`src/rtl/tracker_frame_sequencer_pkg.sv`:
```
// trk_seq_pkg: sequencer states, RGB width and default frame geometry
package trk_seq_pkg;
  typedef enum logic [2:0] {IDLE, WAIT_SOF, SKIP, STREAM, WAIT_RESULT} state_e;
  localparam int RGB_W = 24;
  localparam int DEF_H_ACT = 640;
  localparam int DEF_V_ACT = 480;
endpackage

```
`src/rtl/tracker_frame_sequencer_if.sv`:
```
// tracker_frame_sequencer_if: control, pixel-source, tracker and result signals (slave = sequencer side, master = environment side)
interface tracker_frame_sequencer_if
  import trk_seq_pkg::*;
#(
  parameter int CW = 10,
  parameter int SKIP_W = 4
);
  logic i_start;
  logic i_stop;
  logic [SKIP_W-1:0] i_skip;
  logic [RGB_W-1:0] i_pix_rgb;
  logic i_pix_valid;
  logic i_pix_sof;
  logic o_pix_ready;
  logic [RGB_W-1:0] o_trk_rgb;
  logic o_trk_pixelVAL;
  logic o_trk_clear;
  logic [CW-1:0] i_trk_pointH;
  logic [CW-1:0] i_trk_pointV;
  logic i_trk_valid;
  logic [CW-1:0] o_pointH;
  logic [CW-1:0] o_pointV;
  logic o_point_valid;
  logic o_point_upd;
  logic o_busy;
  logic o_err_sof;
  logic o_err_timeout;
  logic [15:0] o_frame_cnt;
  modport slave (
    input i_start, i_stop, i_skip, i_pix_rgb, i_pix_valid, i_pix_sof, i_trk_pointH, i_trk_pointV, i_trk_valid,
    output o_pix_ready, o_trk_rgb, o_trk_pixelVAL, o_trk_clear, o_pointH, o_pointV, o_point_valid, o_point_upd,
    output o_busy, o_err_sof, o_err_timeout, o_frame_cnt
  );
  modport master (
    output i_start, i_stop, i_skip, i_pix_rgb, i_pix_valid, i_pix_sof, i_trk_pointH, i_trk_pointV, i_trk_valid,
    input o_pix_ready, o_trk_rgb, o_trk_pixelVAL, o_trk_clear, o_pointH, o_pointV, o_point_valid, o_point_upd,
    input o_busy, o_err_sof, o_err_timeout, o_frame_cnt
  );
endinterface

```
`src/rtl/tracker_frame_sequencer_frame_pos_counter.sv`:
```
// frame_pos_counter: h/v position of the next counted pixel (clk, rst_n, adv_i, sof_i restarts at 0,0; last_o, origin_o)
module frame_pos_counter
  import trk_seq_pkg::*;
#(
  parameter int H_ACT = DEF_H_ACT,
  parameter int V_ACT = DEF_V_ACT,
  parameter int CW = 10
) (
  input  logic clk,
  input  logic rst_n,
  input  logic adv_i,
  input  logic sof_i,
  output logic last_o,
  output logic origin_o
);
  logic [CW-1:0] h_q, h_d, v_q, v_d, ch, cv;
  logic eol;
  always_comb begin
    ch = sof_i ? '0 : h_q;
    cv = sof_i ? '0 : v_q;
    eol = ch == CW'(H_ACT - 1);
    last_o = eol && cv == CW'(V_ACT - 1);
    origin_o = h_q == '0 && v_q == '0;
    h_d = !adv_i ? h_q : eol ? '0 : ch + 1'b1;
    v_d = !adv_i ? v_q : !eol ? cv : last_o ? '0 : cv + 1'b1;
  end
  always_ff @(posedge clk or negedge rst_n)
    if (!rst_n) begin
      h_q <= '0;
      v_q <= '0;
    end else begin
      h_q <= h_d;
      v_q <= v_d;
    end
endmodule

```
`src/rtl/tracker_frame_sequencer.sv`:
```
// tracker_frame_sequencer: SOF-aligned, gap-paced pixel feed into the Tracker with frame skip and result timeout (i_clk, i_rst_n, bus.slave)
module tracker_frame_sequencer
  import trk_seq_pkg::*;
#(
  parameter int H_ACT = DEF_H_ACT,
  parameter int V_ACT = DEF_V_ACT,
  parameter int CW = 10,
  parameter int PIX_GAP = 2,
  parameter int TIMEOUT = 4096,
  parameter int SKIP_W = 4
) (
  input logic i_clk,
  input logic i_rst_n,
  tracker_frame_sequencer_if.slave bus
);
  localparam int GW = $clog2(PIX_GAP + 2);
  localparam int TW = $clog2(TIMEOUT);
  state_e state_q, state_d, reeval;
  logic [SKIP_W-1:0] skip_q, skip_d;
  logic [GW-1:0] gap_q, gap_d;
  logic [TW-1:0] tmo_q, tmo_d;
  logic [RGB_W-1:0] rgb_q, rgb_d;
  logic [CW-1:0] ph_q, ph_d, pv_q, pv_d;
  logic [15:0] fcnt_q, fcnt_d;
  logic stop_q, stop_d, pix_val_q, pix_val_d, clear_q, clear_d, upd_q, upd_d;
  logic pvalid_q, pvalid_d, err_sof_q, err_sof_d, err_tmo_q, err_tmo_d;
  logic ready, acc, sof, mis, last, origin, stop, fwd;
  assign ready = state_q == WAIT_SOF || state_q == SKIP || (state_q == STREAM && gap_q == '0);
  assign acc = bus.i_pix_valid && ready;
  assign sof = acc && bus.i_pix_sof;
  assign mis = sof && !origin;
  assign stop = stop_q || bus.i_stop;
  assign reeval = skip_q != '0 ? SKIP : STREAM;
  frame_pos_counter #(.H_ACT(H_ACT), .V_ACT(V_ACT), .CW(CW)) u_pos (
    .clk(i_clk),
    .rst_n(i_rst_n),
    .adv_i(acc && (state_q != WAIT_SOF || bus.i_pix_sof)),
    .sof_i(bus.i_pix_sof),
    .last_o(last),
    .origin_o(origin)
  );
  always_comb begin
    state_d = state_q;
    skip_d = skip_q;
    gap_d = gap_q != '0 ? gap_q - 1'b1 : '0;
    tmo_d = tmo_q;
    stop_d = stop_q;
    rgb_d = rgb_q;
    pix_val_d = 1'b0;
    clear_d = 1'b0;
    upd_d = 1'b0;
    pvalid_d = pvalid_q;
    err_sof_d = err_sof_q;
    err_tmo_d = err_tmo_q;
    ph_d = ph_q;
    pv_d = pv_q;
    fcnt_d = fcnt_q;
    fwd = 1'b0;
    case (state_q)
      IDLE: if (bus.i_start && !bus.i_stop) begin
        state_d = WAIT_SOF;
        skip_d = bus.i_skip;
        stop_d = 1'b0;
        err_sof_d = 1'b0;
        err_tmo_d = 1'b0;
        pvalid_d = 1'b0;
        fcnt_d = '0;
        ph_d = '0;
        pv_d = '0;
      end
      WAIT_SOF: if (stop) state_d = IDLE;
        else if (sof) begin
          state_d = reeval;
          fwd = skip_q == '0;
        end
      SKIP: if (stop) state_d = IDLE;
        else if (mis) begin
          err_sof_d = 1'b1;
          clear_d = 1'b1;
          state_d = reeval;
          fwd = skip_q == '0;
        end else if (acc && last) begin
          skip_d = skip_q - 1'b1;
          state_d = WAIT_SOF;
        end
      STREAM: begin
        stop_d = stop;
        if (mis) begin
          err_sof_d = 1'b1;
          clear_d = 1'b1;
          state_d = reeval;
          fwd = skip_q == '0;
        end else if (acc) begin
          fwd = 1'b1;
          state_d = last ? WAIT_RESULT : STREAM;
          tmo_d = '0;
        end
      end
      WAIT_RESULT: begin
        stop_d = stop;
        tmo_d = tmo_q + 1'b1;
        if (bus.i_trk_valid) begin
          ph_d = bus.i_trk_pointH > CW'(H_ACT - 1) ? CW'(H_ACT - 1) : bus.i_trk_pointH;
          pv_d = bus.i_trk_pointV > CW'(V_ACT - 1) ? CW'(V_ACT - 1) : bus.i_trk_pointV;
          upd_d = 1'b1;
          pvalid_d = 1'b1;
          fcnt_d = fcnt_q + 16'd1;
          skip_d = bus.i_skip;
          state_d = stop ? IDLE : WAIT_SOF;
        end else if (tmo_q == TW'(TIMEOUT - 1)) begin
          err_tmo_d = 1'b1;
          clear_d = 1'b1;
          state_d = stop ? IDLE : WAIT_SOF;
        end
      end
      default: state_d = IDLE;
    endcase
    if (fwd) begin
      pix_val_d = 1'b1;
      rgb_d = bus.i_pix_rgb;
      gap_d = GW'(PIX_GAP);
    end
  end
  always_ff @(posedge i_clk or negedge i_rst_n)
    if (!i_rst_n) begin
      state_q <= IDLE;
      skip_q <= '0;
      gap_q <= '0;
      tmo_q <= '0;
      stop_q <= 1'b0;
      rgb_q <= '0;
      pix_val_q <= 1'b0;
      clear_q <= 1'b0;
      upd_q <= 1'b0;
      pvalid_q <= 1'b0;
      err_sof_q <= 1'b0;
      err_tmo_q <= 1'b0;
      ph_q <= '0;
      pv_q <= '0;
      fcnt_q <= '0;
    end else begin
      state_q <= state_d;
      skip_q <= skip_d;
      gap_q <= gap_d;
      tmo_q <= tmo_d;
      stop_q <= stop_d;
      rgb_q <= rgb_d;
      pix_val_q <= pix_val_d;
      clear_q <= clear_d;
      upd_q <= upd_d;
      pvalid_q <= pvalid_d;
      err_sof_q <= err_sof_d;
      err_tmo_q <= err_tmo_d;
      ph_q <= ph_d;
      pv_q <= pv_d;
      fcnt_q <= fcnt_d;
    end
  assign bus.o_pix_ready = ready;
  assign bus.o_trk_rgb = rgb_q;
  assign bus.o_trk_pixelVAL = pix_val_q;
  assign bus.o_trk_clear = clear_q;
  assign bus.o_pointH = ph_q;
  assign bus.o_pointV = pv_q;
  assign bus.o_point_valid = pvalid_q;
  assign bus.o_point_upd = upd_q;
  assign bus.o_busy = state_q != IDLE;
  assign bus.o_err_sof = err_sof_q;
  assign bus.o_err_timeout = err_tmo_q;
  assign bus.o_frame_cnt = fcnt_q;
endmodule

```
`src/flat_wrapper.sv`:
```
// flat-port wrapper written by rule: the top's interface ports become plain ports
module tracker_frame_sequencer_flat import trk_seq_pkg::*;
#(
  parameter int H_ACT = DEF_H_ACT,
  parameter int V_ACT = DEF_V_ACT,
  parameter int CW = 10,
  parameter int PIX_GAP = 2,
  parameter int TIMEOUT = 4096,
  parameter int SKIP_W = 4
)
  (i_clk, i_rst_n, bus_i_start, bus_i_stop, bus_i_skip, bus_i_pix_rgb, bus_i_pix_valid, bus_i_pix_sof, bus_i_trk_pointH, bus_i_trk_pointV, bus_i_trk_valid, bus_o_pix_ready, bus_o_trk_rgb, bus_o_trk_pixelVAL, bus_o_trk_clear, bus_o_pointH, bus_o_pointV, bus_o_point_valid, bus_o_point_upd, bus_o_busy, bus_o_err_sof, bus_o_err_timeout, bus_o_frame_cnt);
  tracker_frame_sequencer_if #(.CW(CW), .SKIP_W(SKIP_W)) bus_i ();
  input logic i_clk;
  input logic i_rst_n;
  input wire logic [$bits(bus_i.i_start)-1:0] bus_i_start;
  input wire logic [$bits(bus_i.i_stop)-1:0] bus_i_stop;
  input wire logic [$bits(bus_i.i_skip)-1:0] bus_i_skip;
  input wire logic [$bits(bus_i.i_pix_rgb)-1:0] bus_i_pix_rgb;
  input wire logic [$bits(bus_i.i_pix_valid)-1:0] bus_i_pix_valid;
  input wire logic [$bits(bus_i.i_pix_sof)-1:0] bus_i_pix_sof;
  input wire logic [$bits(bus_i.i_trk_pointH)-1:0] bus_i_trk_pointH;
  input wire logic [$bits(bus_i.i_trk_pointV)-1:0] bus_i_trk_pointV;
  input wire logic [$bits(bus_i.i_trk_valid)-1:0] bus_i_trk_valid;
  output wire logic [$bits(bus_i.o_pix_ready)-1:0] bus_o_pix_ready;
  output wire logic [$bits(bus_i.o_trk_rgb)-1:0] bus_o_trk_rgb;
  output wire logic [$bits(bus_i.o_trk_pixelVAL)-1:0] bus_o_trk_pixelVAL;
  output wire logic [$bits(bus_i.o_trk_clear)-1:0] bus_o_trk_clear;
  output wire logic [$bits(bus_i.o_pointH)-1:0] bus_o_pointH;
  output wire logic [$bits(bus_i.o_pointV)-1:0] bus_o_pointV;
  output wire logic [$bits(bus_i.o_point_valid)-1:0] bus_o_point_valid;
  output wire logic [$bits(bus_i.o_point_upd)-1:0] bus_o_point_upd;
  output wire logic [$bits(bus_i.o_busy)-1:0] bus_o_busy;
  output wire logic [$bits(bus_i.o_err_sof)-1:0] bus_o_err_sof;
  output wire logic [$bits(bus_i.o_err_timeout)-1:0] bus_o_err_timeout;
  output wire logic [$bits(bus_i.o_frame_cnt)-1:0] bus_o_frame_cnt;
  assign bus_i.i_start = bus_i_start;
  assign bus_i.i_stop = bus_i_stop;
  assign bus_i.i_skip = bus_i_skip;
  assign bus_i.i_pix_rgb = bus_i_pix_rgb;
  assign bus_i.i_pix_valid = bus_i_pix_valid;
  assign bus_i.i_pix_sof = bus_i_pix_sof;
  assign bus_i.i_trk_pointH = bus_i_trk_pointH;
  assign bus_i.i_trk_pointV = bus_i_trk_pointV;
  assign bus_i.i_trk_valid = bus_i_trk_valid;
  assign bus_o_pix_ready = bus_i.o_pix_ready;
  assign bus_o_trk_rgb = bus_i.o_trk_rgb;
  assign bus_o_trk_pixelVAL = bus_i.o_trk_pixelVAL;
  assign bus_o_trk_clear = bus_i.o_trk_clear;
  assign bus_o_pointH = bus_i.o_pointH;
  assign bus_o_pointV = bus_i.o_pointV;
  assign bus_o_point_valid = bus_i.o_point_valid;
  assign bus_o_point_upd = bus_i.o_point_upd;
  assign bus_o_busy = bus_i.o_busy;
  assign bus_o_err_sof = bus_i.o_err_sof;
  assign bus_o_err_timeout = bus_i.o_err_timeout;
  assign bus_o_frame_cnt = bus_i.o_frame_cnt;
  tracker_frame_sequencer #(.H_ACT(H_ACT), .V_ACT(V_ACT), .CW(CW), .PIX_GAP(PIX_GAP), .TIMEOUT(TIMEOUT), .SKIP_W(SKIP_W)) u_core (.i_clk(i_clk), .i_rst_n(i_rst_n), .bus(bus_i));
endmodule
```
`config.mk`:
```
export PLATFORM = sky130hd
export DESIGN_NAME = tracker_frame_sequencer_flat
export DESIGN_NICKNAME = d
export VERILOG_FILES = /design/src/rtl/tracker_frame_sequencer_pkg.sv /design/src/rtl/tracker_frame_sequencer_if.sv /design/src/rtl/tracker_frame_sequencer_frame_pos_counter.sv /design/src/rtl/tracker_frame_sequencer.sv /design/src/flat_wrapper.sv
export SDC_FILE = /design/constraint.sdc
export NUM_CORES = 1
export LEC_CHECK = 0
export CAP_MARGIN = 25
export CELL_PAD_IN_SITES_DETAIL_PLACEMENT = 0
export CELL_PAD_IN_SITES_GLOBAL_PLACEMENT = 2
export CORE_MARGIN = 2
export CORE_UTILIZATION = 33
export DETAILED_ROUTE_END_ITERATION = 8
export PLACE_DENSITY_LB_ADDON = 0.1
export SLEW_MARGIN = 40
export SYNTH_ARGS = -nofsm -noshare
export SYNTH_HDL_FRONTEND = slang
export SYNTH_SLANG_ARGS = --single-unit
```
`constraint.sdc`:
```
create_clock -name i_clk -period 6.6 [get_ports i_clk]
set_input_delay 1.32 -clock i_clk [delete_from_list [all_inputs] [get_ports i_clk]]
set_output_delay 1.32 -clock i_clk [all_outputs]
set_load 0.05 [all_outputs]
```
## Yosys cells after proc, flatten, opt, wreduce, memory -nomap -nowiden

Index checks and enable logic that the tools add are counted.

- Order comparisons: 2
- Divide/modulo/power cells: 0
- Multipliers: 0
- Eq/ne operators: 21
- Mux-type cells: 65
- Add/subtract/negate cells: 6
- Bitwise gates (word level): 0
- Reduce and logical (&&, ||, !) cells: 36
- Shift-type cells: 0

Operators by type and width:

| cell | count |
|---|---|
| two-way mux 10 bit | 10 |
| case mux 10 bit (2 select lines) | 2 |
| two-way mux 3 bit | 11 |
| two-way mux 16 bit | 2 |
| case mux 16 bit (2 select lines) | 1 |
| two-way mux 12 bit | 2 |
| case mux 12 bit (2 select lines) | 1 |
| two-way mux 1 bit | 21 |
| adder 10 x 1 -> 10 bit (second input constant) | 2 |
| zero test 10 bit | 2 |
| two-way mux 4 bit | 5 |
| adder 16 x 1 -> 16 bit (second input constant) | 1 |
| case mux 3 bit (5 select lines) | 1 |
| adder 12 x 1 -> 12 bit (second input constant) | 1 |
| == test 12 bit (second input constant) | 1 |
| != test 2 bit (second input constant) | 6 |
| case mux 4 bit (3 select lines) | 1 |
| == test 10 bit (second input constant) | 1 |
| == test 10 x 9 -> 1 bit (second input constant) | 1 |
| > comparator 10 bit (second input constant) | 1 |
| > comparator 10 x 9 -> 1 bit (second input constant) | 1 |
| logical AND 1 bit | 9 |
| != test 3 x 1 -> 1 bit (second input constant) | 3 |
| case mux 1 bit (3 select lines) | 3 |
| 24 further kinds | 41 |

- Memory bits (read-only): 0
- Memories: 0
- Output and inout port bits: 68
- Logic and storage cells: 147
- Latch bits: 0
- Memory bits (writable): 0
- Bits in registers: 108

## Longest topological paths before layout

Gate-level depths: netlist (run 1).

- Word-level depth: 10
- Mapped depth: 11

## By module

A second synthesis (run 1) with hierarchy kept.

- Cells, all modules: 542
- Area total of the unflattened synthesis: 5,666.7 sq um

Modules (own cells, without submodules):

| module | cells each | times used | area an instance (sq um) | sequential area each (sq um) |
|---|---|---|---|---|
| tracker_frame_sequencer | 391 | 1 | 4,209.0 | 2,202.1 |
| frame_pos_counter | 151 | 1 | 1,457.6 | 500.5 |

## Worst setup path before layout (run 1)

No wires, ideal clock.

- Kind: input-to-reg
- Start point: input bus_i_pix_sof
- End point: register u_core.state_q[1]
- Slack: 2.925 ns
- Path buffers: 2
- Setup time: 0.124 ns
- Data required time: 6.476 ns
- Data arrival time: 3.551 ns
- Cell stages on the path: 10
- Path through: clkbuf_1 clkbuf_1 nor2b_1 ha_1 nand4b_1 or3_4 or3_4 a21oi_2 o21bai_1 a211o_1

- Cells in the longest elaborated chain, start to end: 7
- Elaborated cells on any way between the ends: 18

Ends and longest elaborated chain:

| what | line | RTL |
|---|---|---|
| start, declared | flat_wrapper.sv:20 | `input wire logic [$bits(bus_i.i_pix_sof)-1:0] bus_i_pix_sof;` |
| two-way mux 10 bit (on tied branches) | tracker_frame_sequencer_frame_pos_counter.sv:19, tracker_frame_sequencer_frame_pos_counter.sv:20 |  |
| == test 10 bit or == test 10 x 9 -> 1 bit (tied branches) | tracker_frame_sequencer_frame_pos_counter.sv:21, tracker_frame_sequencer_frame_pos_counter.sv:22 |  |
| logical AND 1 bit | tracker_frame_sequencer_frame_pos_counter.sv:22 | `last_o = eol && cv == CW'(V_ACT - 1);` |
| two-way mux 3 bit | tracker_frame_sequencer.sv:95 | `state_d = last ? WAIT_RESULT : STREAM;` |
| two-way mux 3 bit | tracker_frame_sequencer.sv:93 | `end else if (acc) begin` |
| two-way mux 3 bit | tracker_frame_sequencer.sv:88 | `if (mis) begin` |
| case mux 3 bit (5 select lines) | tracker_frame_sequencer.sv:59 | `case (state_q)` |
| end signal, assigned | tracker_frame_sequencer.sv:142 | `state_q <= state_d;` |
| end, declared | tracker_frame_sequencer.sv:18 | `state_e state_q, state_d, reeval;` |

Parallel ways exist; a longest one is shown, timed or not. The select of a mux whose other input is x is not followed.
A chain may end at the register's enable or synchronous reset.

## Worst setup path in the final report (run 1)

- Start point: register u_core.state_q[1]
- End point: output bus_o_busy

- Cells in the longest elaborated chain, start to end: 1

Ends and longest elaborated chain:

| what | line | RTL |
|---|---|---|
| nonzero test 3 bit | tracker_frame_sequencer.sv:166 | `assign bus.o_busy = state_q != IDLE;` |
| end, declared | flat_wrapper.sv:32 | `output wire logic [$bits(bus_i.o_busy)-1:0] bus_o_busy;` |

Every way passes these cells.

==> results.cfg, run 1 <==
[grt]
first_global_vias = 4291
antenna_found_initial = 0
grt_overflow_total = 0
wire_length_of_the_first_global_routing_pass_mm = 22.1
grt_start_max_net_pins = 66
groute.usage.overall_pct = 16.6

[clock_network]
clk_path_buf_depth = 2
clkTransAtPathRegs_ps = 70
cts_max_level = 3
cts_tree = built
post_cts_resized = 0
cts.root.buffer_cell = clkbuf_16
post_cts_hold_buffer_count = 0
postCtsSetupBuffers = 0
numCtsBuffers = 9
clkLatencyLatePin_ps = 350
tritoncts_sinks = 108

[sta]
timing.hold.ws_ps = 489
finalSetupViolations = 0
report.final.slew_viol_count = 0
endpoints_failing_hold = 0
fmaxAchievable_mhz = 275
setup_total_negative_slack_ps = 0
clock_skew_ps = 10.2
worst_slew_margin_rel_pct = 46.4
period_share_pct = 55.1
rsz0062_at_grt = false
worstMarginPinSlew_ps = 801
period_minus_slack_ps = 3640

[critical_path]
cp_arrival_ps = 2320
critical_path.startpoint_type = flop
worstReg2RegStart = u_core.state_q[1]
highest_fanout_seen_on_the_critical_path = 15
r2r-end = u_core.bus.o_frame_cnt[15]
critical_path_class = reg -> out
worstRegToRegCells = 9
critical_path_required_ps = 5280
end_kind = primary output
reg2reg_slack_ps = 3360

[power]
p_per_area_nw_per_um2 = 340
ir_drop_mv = 0.241
leakagePower_nw = 3.02
finalPower_w = 0.00237

[layout]
multi_input_area_um2 = 2400
final_common_cell = clkdlybuf4s50_1
n_antenna_cell = 0
areaGrowthSynthToFinish_pct = 33.6
layout_common_cells = clkdlybuf4s50_1, dfrtp_1, nand2_1, o21ai_0, nor2_1
layout-drive-gt1-share_pct = 7.51
register_area_um2 = 2700
final_nets = 695
final.fill_count = 1487

[yosys]
synth-edff-count = 0
syn-num-nets = 580
synth.cell_area_um2 = 5210
synth-main-ff-cell = dfrtp_1
async_reset_ff_share_pct = 100
synth_register_bits = 108
gate_count_after_technology_mapping = 519
syn_avg_cell_area_um2 = 10.0
yosysSeqAreaShare_pct = 51.9
yosysWarnings = 0
synth_cell_type_count = 63

[place]
routabilityCongestion = 0.795
io_buffers = 122
hpwl_mm = 9.45

[min_path]
holdCritPathClass = reg -> reg
worstHoldStart = u_core.bus.o_pointH[9]
min_delay_path_depth = 2
hold-path-endpoint = u_core.bus.o_pointH[9]

[floorplanning]
design.die.area_um2 = 16800
die-width_um = 130
row_count = 45
count_of_boundary_i_o_pins = 123
die_y_um = 130
core_um2 = 15300
floorplan.initialDensity_pct = 34.0

[run_status]
status = complete, no violations

[detailed_routing]
post_detailed_route_drc_marker_count = 0
vias = 4364
routed_wl_mm = 13.5
drtAntennaViolNets = 0
first_iter_violations = 273
dr.pass1.iters = 6
routedWlPerCell_um = 15.8
detail_route.vias_per_cell = 5.13

[flow_run]
cap_violations = 0
cells by family (layout without fill, tap and decap cells):
family / count (synthesis) / after routing / synth area share, %
and+or+nand+nor: 202 / 202 / 19.7
AOI/OAI and AO/OA: 133 / 133 / 16.1
adders and majority gates: 6 / 6 / 1.44
buffers and inverters: 31 / 151 / 2.62
xor gates and xnor gates: 7 / 7 / 1.18
muxes: 32 / 32 / 7.09
DFF: 108 / 108 / 51.9
routing by layer:
layer	vias up	track usage [%]	wire length, um
li1	2123	-	-
met1	2106	22.7	6420
met2	113	24.8	5940
met3	22	5.08	819
met5	-	0	0
met4	0	5.82	280
worst max-delay path, stage by stage, from the launching register on:
cell and delay, ps:
dfrtp_1 540, nor3_1 520, inv_1 150, clkdlybuf4s50_1 750
how the worst max path moves through the flow:
stage                      start           endpoint
2_1_floorplan      bus_i_pix_sof  u_core.state_q[1]
3_3_place_gp       bus_i_pix_sof   u_core.skip_q[3]
3_5_place_dp       bus_i_pix_sof   u_core.skip_q[3]
4_1_cts        u_core.state_q[1]         bus_o_busy
5_1_grt        u_core.state_q[1]         bus_o_busy
6_report       u_core.state_q[1]         bus_o_busy
synthesized netlist by cell type, types with 3 or more instances:
| cell | instances | area, um^2 |
|---|---|---|
| mux2_1 | 12 | 135 |
| nand4b_1 | 3 | 26.3 |
| xor2_1 | 6 | 52.6 |
| a21oi_1 | 23 | 115 |
| nand3_1 | 23 | 115 |
| o31ai_1 | 15 | 113 |
| mux2i_1 | 8 | 80.1 |
| and4_1 | 6 | 52.6 |
| o21a_1 | 3 | 22.5 |
| nor2b_1 | 7 | 43.8 |
| clkbuf_1 | 18 | 67.6 |
| nand2_1 | 62 | 233 |
| and3_1 | 7 | 43.8 |
| nand3b_1 | 3 | 22.5 |
| o21ai_1 | 4 | 20.0 |
| inv_1 | 8 | 30.0 |
| nand4_1 | 11 | 68.8 |
| o21ai_0 | 52 | 260 |
| and2_1 | 6 | 37.5 |
| nor2_1 | 41 | 154 |
| a31oi_1 | 6 | 37.5 |
| nor4_1 | 6 | 37.5 |
| nor3_1 | 10 | 50.1 |
| mux2_2 | 7 | 78.8 |
| o211ai_1 | 3 | 22.5 |
| mux2_4 | 5 | 75.1 |
| a22o_1 | 5 | 43.8 |
| a32o_1 | 4 | 40.0 |
| dfrtp_1 | 108 | 2700 |
| ha_1 | 6 | 75.1 |
registers in the layout (all words and copies together), names as in the netlist:
name,cells
u_core.u_pos.h_q,10
u_core.skip_q,4
u_core.bus.o_err_sof,1
u_core.bus.o_trk_clear,1
u_core.u_pos.v_q,10
u_core.bus.o_frame_cnt,16
u_core.stop_q,1
u_core.bus.o_pointV,10
u_core.gap_q,2
u_core.bus.o_pointH,10
u_core.bus.o_trk_rgb,24
u_core.bus.o_err_timeout,1
u_core.bus.o_point_valid,1
u_core.bus.o_point_upd,1
u_core.tmo_q,12
u_core.bus.o_trk_pixelVAL,1
u_core.state_q,3
stage by stage:
| stage | std cells | cell area [um^2] | worst slack, ps | util, % |
|---|---|---|---|---|
| floorplan | 519 | 5210 | 2930 | - |
| global placement | 832 | 6620 | 2000 | 43.2 |
| detailed placement | 834 | 6650 | 2720 | 43.4 |
| CTS | 850 | 6950 | 3020 | 45.4 |
| global route | 850 | 6960 | 2750 | 45.4 |
| finish | 850 | 6960 | 2960 | 45.4 |
layout make-up:
class / count / share of cell area, %
multi-input combinational: 380 / 34.4
clock buffer: 11 / 3.49
sequential: 108 / 38.8
tap: 211 / 3.79
timing repair buffer: 126 / 18.1
clock inverter: 5 / 0.863
inverter: 9 / 0.486
power breakdown:
part	switching [W]	internal [W]
clock	0.000252	0.000307
sequential	0.000109	0.000797
combinational	0.000564	0.000340
Power figures use the tool's default switching activity.
==> run 2: changes to the inputs <==
- CORE_UTILIZATION: 33 -> 28
- clock period: 6.6 -> 3.05 ns (I/O delays scaled with it)
==> run 2 against run 1 <==
Against the previous run: core utilization fell by 5.8 points; non-clock buffer count rose by 27; power rose by 120%; die area rose by 17%; sequential share of layout area fell by 1.2 points; cell count rose by 5.3%; global-route usage fell by 2.0 points; worst setup slack got worse by 2700 ps; clock skew rose by 1.0 ps; critical endpoint unchanged; largest cell class unchanged; largest power group is now combinational cells.
==> results.cfg, run 2 (synthesis results as in run 1) <==
[sta]
worst_slew_margin_rel_pct = 58.9
report.final.slew_viol_count = 0
worstMarginPinSlew_ps = 615
clock_skew_ps = 11.2
period_minus_slack_ps = 2810
setup_total_negative_slack_ps = 0
finalSetupViolations = 0
rsz0062_at_grt = false
fmaxAchievable_mhz = 356
period_share_pct = 92.1
endpoints_failing_hold = 0

[place]
hpwl_mm = 10.3
dpl-instance-area_um2 = 6880
io_buffers = 122
routabilityCongestion = 0.791

[layout]
final_nets = 722
areaGrowthSynthToFinish_pct = 37.7
final_common_cell = clkdlybuf4s50_1
final.fill_count = 1788
postLayoutCellArea_um2 = 7170
layout_common_cells = clkdlybuf4s50_1, dfrtp_1, nand2_1, o21ai_0, nor2_1
n_antenna_cell = 0
largest_reg_flops = 24
layout-drive-gt1-share_pct = 10.4

[detailed_routing]
first_iter_violations = 149
dr.pass1.iters = 4
post_detailed_route_drc_marker_count = 0
routed_wl_mm = 14.1
detail_route.vias_per_cell = 4.95
drtAntennaViolNets = 0
routedWlPerCell_um = 15.7
vias = 4434

[clock_network]
numCtsBuffers = 9
cts_max_level = 3
clkLatencyLatePin_ps = 350
cts.root.buffer_cell = clkbuf_16
post_cts_resized = 0
clk_path_buf_depth = 2
postCtsSetupBuffers = 0
clkTransAtPathRegs_ps = 70
cts_tree = built
tritoncts_sinks = 108
post_cts_hold_buffer_count = 0

[floorplanning]
count_of_boundary_i_o_pins = 123
design.die.area_um2 = 19700
die_y_um = 140
floorplan.initialDensity_pct = 28.8
row_count = 49
core_um2 = 18100
die-width_um = 140

[critical_path]
critical_path.startpoint_type = flop
r2r-end = u_core.bus.o_frame_cnt[13]
end_kind = primary output
critical_path_class = reg -> out
worstRegToRegCells = 9
critical_path_required_ps = 2440
cp_arrival_ps = 2200
reg2reg_slack_ps = 530
worstReg2RegStart = u_core.state_q[1]
highest_fanout_seen_on_the_critical_path = 14

[power]
leakagePower_nw = 3.15
ir_drop_mv = 0.619
p_per_area_nw_per_um2 = 728

[run_status]
status = complete, no violations

[grt]
groute.usage.overall_pct = 14.5
first_global_vias = 4587
antenna_found_initial = 0
wire_length_of_the_first_global_routing_pass_mm = 23.3
grt_overflow_total = 0
grt_start_max_net_pins = 53

[min_path]
holdCritPathClass = in -> async

[flow_run]
cap_violations = 0
-- run 2: final cells by class --
type | count | area (um^2) | share of cell area [%]
clock buffers | 11 | 233 | 3.24
clock inverters | 5 | 60.1 | 0.837
inverters | 9 | 33.8 | 0.471
multi-input cells | 380 | 2370 | 33.0
flip-flops and latches | 108 | 2700 | 37.7
well taps | 229 | 287 | 3.99
repair buffers | 153 | 1490 | 20.8
-- run 2: power breakdown --
group / internal, W / switching [W]
sequential: 0.00172 / 0.000214
combinational: 0.000820 / 0.00127
clock: 0.000645 / 0.000546
total: 0.00319 / 0.00203
-- run 2: worst max-delay path by stage --
| stage | startpoint | to | slack (ps) | depth (start not counted) |
|---|---|---|---|---|
| final | u_core.state_q[1] | bus_o_busy | 240 | 4 |
| after global routing | u_core.state_q[1] | bus_o_busy | 40 | 4 |
| after CTS | u_core.state_q[1] | bus_o_busy | 230 | 4 |
| after detailed placement | bus_i_pix_sof | u_core.state_q[1] | -100 | 9 |
| after global placement | bus_i_pix_sof | u_core.state_q[1] | -40 | 7 |
| after floorplan | bus_i_pix_sof | u_core.state_q[1] | 90 | 10 |
-- run 2: through the flow --
| stage | utilization [%] | hold WS, ps | instances | power [W] | setup WS (ps) |
|---|---|---|---|---|---|
| after detailed placement | 38.0 | 476 | 879 | 0.00406 | -97.4 |
| final | 39.7 | 181 | 895 | 0.00522 | 241 |
| after global routing | 39.7 | 207 | 895 | 0.00554 | 39.4 |
| after global placement | 38.0 | 465 | 879 | 0.00405 | -42.0 |
| after floorplan | - | 314 | 519 | 0.00325 | 85.3 |
| after CTS | 39.7 | 194 | 895 | 0.00529 | 231 |
-- run 2: worst max-delay path: stages (launching register included) --
cell and delay, ps:
dfrtp_1 380, buf_4 190, nor3_1 410, inv_1 120
clkdlybuf4s50_1 750
-- run 2: per-layer routing --
| layer | routed length, um | track usage (%) | vias to the layer above | part of all wire [%] |
|---|---|---|---|---|
| li1 | - | - | 2165 | - |
| met1 | 6740 | 19.6 | 2167 | 48 |
| met2 | 6330 | 22.9 | 89 | 45 |
| met4 | 197 | 4.78 | 0 | 1.4 |
| met5 | 0 | 0 | - | 0 |
| met3 | 797 | 3.66 | 13 | 5.7 |
==> run 3: changes to the inputs <==
- CORE_MARGIN: 2 -> 5
==> run 3 against run 2 <==
Against the previous run: core utilization down 0.35 points; clock power about the same; global-route usage down 0.62 points; sequential cell count unchanged; via count up 0.43%; routed wire length up 4.4%; cell count down 0.34%.
==> results.cfg, run 3 (synthesis results as in run 1) <==
[floorplanning]
row_count = 49
floorplan.initialDensity_pct = 28.7
die_y_um = 146
count_of_boundary_i_o_pins = 123
core_um2 = 18100
design.die.area_um2 = 21400
die-width_um = 146

[critical_path]
highest_fanout_seen_on_the_critical_path = 14
cp_arrival_ps = 2260
critical_path_required_ps = 2440
critical_path_class = reg -> out
critical_path.startpoint_type = flop
end_kind = primary output
worstRegToRegCells = 9

[detailed_routing]
top_layer = met4
dr_wl_met3_um = 909
wirelength_met1_mm = 7.02
dr.pass1.iters = 4
routed_wl_mm = 14.7
wl_met2_mm = 6.52
routedWlPerCell_um = 16.5
post_detailed_route_drc_marker_count = 0
vias = 4453
first_iter_violations = 185
detail_route.vias_per_cell = 4.99
drtAntennaViolNets = 0

[clock_network]
cts.root.buffer_cell = clkbuf_16
clkTransAtPathRegs_ps = 80
post_cts_hold_buffer_count = 0
post_cts_resized = 0
clkLatencyLatePin_ps = 360
numCtsBuffers = 9
cts_tree = built
cts_max_level = 3
clk_path_buf_depth = 2
tritoncts_sinks = 108
postCtsSetupBuffers = 0

[layout]
n_antenna_cell = 0
final_common_cell = clkdlybuf4s50_1
final_cell_count_no_fill = 892
multi_input_area_um2 = 2370
layout_common_cells = clkdlybuf4s50_1, dfrtp_1, nand2_1, o21ai_0, nor2_1
areaGrowthSynthToFinish_pct = 37.0
finalCoreUtilization_pct = 39.3
final_nets = 719
largest_reg_flops = 24
final.fill_count = 1812
layout-drive-gt1-share_pct = 10.3
register_area_um2 = 2700

[sta]
worst_slew_margin_rel_pct = 59.5
setup_total_negative_slack_ps = 0
report.final.slew_viol_count = 0
timing.hold.ws_ps = 250
endpoints_failing_hold = 0
worstMarginPinSlew_ps = 607
period_minus_slack_ps = 2870
period_share_pct = 93.9
rsz0062_at_grt = false
finalSetupViolations = 0
fmaxAchievable_mhz = 349
timing.final.ws_setup_ps = 185
clock_skew_ps = 12.4

[place]
io_buffers = 122
hpwl_mm = 10.6
place_inst = 876
routabilityCongestion = 0.776
pre_cts_slack_ps = -69.2

[power]
p_per_area_nw_per_um2 = 726
ir_drop_mv = 0.601
leakagePower_nw = 3.13

[grt]
grt_overflow_total = 0
first_global_vias = 4732
antenna_found_initial = 0
grt_start_max_net_pins = 45
groute.usage.overall_pct = 13.9
wire_length_of_the_first_global_routing_pass_mm = 24.5

[min_path]
holdCritPathClass = in -> async

[flow_run]
cap_violations = 0

[run_status]
status = complete, no violations
run 3: critical path, cell delays in order, from the launching register on:
cell,delay (ps)
dfrtp_1,390
buf_4,190
nor3_1,440
inv_1,130
clkdlybuf4s50_1,750
run 3: metal layers:
metal,global-route usage (%),vias up
met5,0,-
met4,5.03,0
met3,4.06,14
met2,21.5,111
met1,18.6,2161
li1,-,2167
run 3: layout make-up:
cell class                 count  area share (%)
inverter                       9           0.473
sequential                   108            37.9
tap                          229            4.02
clock buffer                  11            3.40
multi-input combinational    380            33.3
clock inverter                 5           0.596
timing repair buffer         150            20.4
run 3: where the power goes:
| group | total (W) | leakage (nW) | switching (W) | internal (W) |
|---|---|---|---|---|
| logic | 0.00207 | 1.55 | 0.00127 | 0.000797 |
| clock network | 0.00116 | 0.142 | 0.000574 | 0.000590 |
| registers | 0.00194 | 1.44 | 0.000219 | 0.00172 |
| total | 0.00518 | 3.13 | 0.00207 | 0.00311 |
run 3: stage by stage:
step	total power (W)	area, um^2
2_1_floorplan	0.00325	5210
3_3_place_gp	0.00403	6850
3_5_place_dp	0.00405	6850
4_1_cts	0.00525	7130
5_1_grt	0.00549	7140
6_report	0.00518	7140
run 3: path summary, 6_finish.rpt:
kind | start | to | slack [ps]
worst min register to register | u_core.bus.o_frame_cnt[15] | u_core.bus.o_frame_cnt[15] | 490
worst max register to register | u_core.state_q[1] | u_core.bus.o_frame_cnt[13] | 490
max in group asynchronous | i_rst_n | u_core.bus.o_trk_rgb[0] | 1960
min in group i_clk | u_core.bus.o_frame_cnt[15] | u_core.bus.o_frame_cnt[15] | 490
worst min-delay path | i_rst_n | u_core.tmo_q[6] | 250
worst max-delay path | u_core.state_q[1] | bus_o_busy | 180
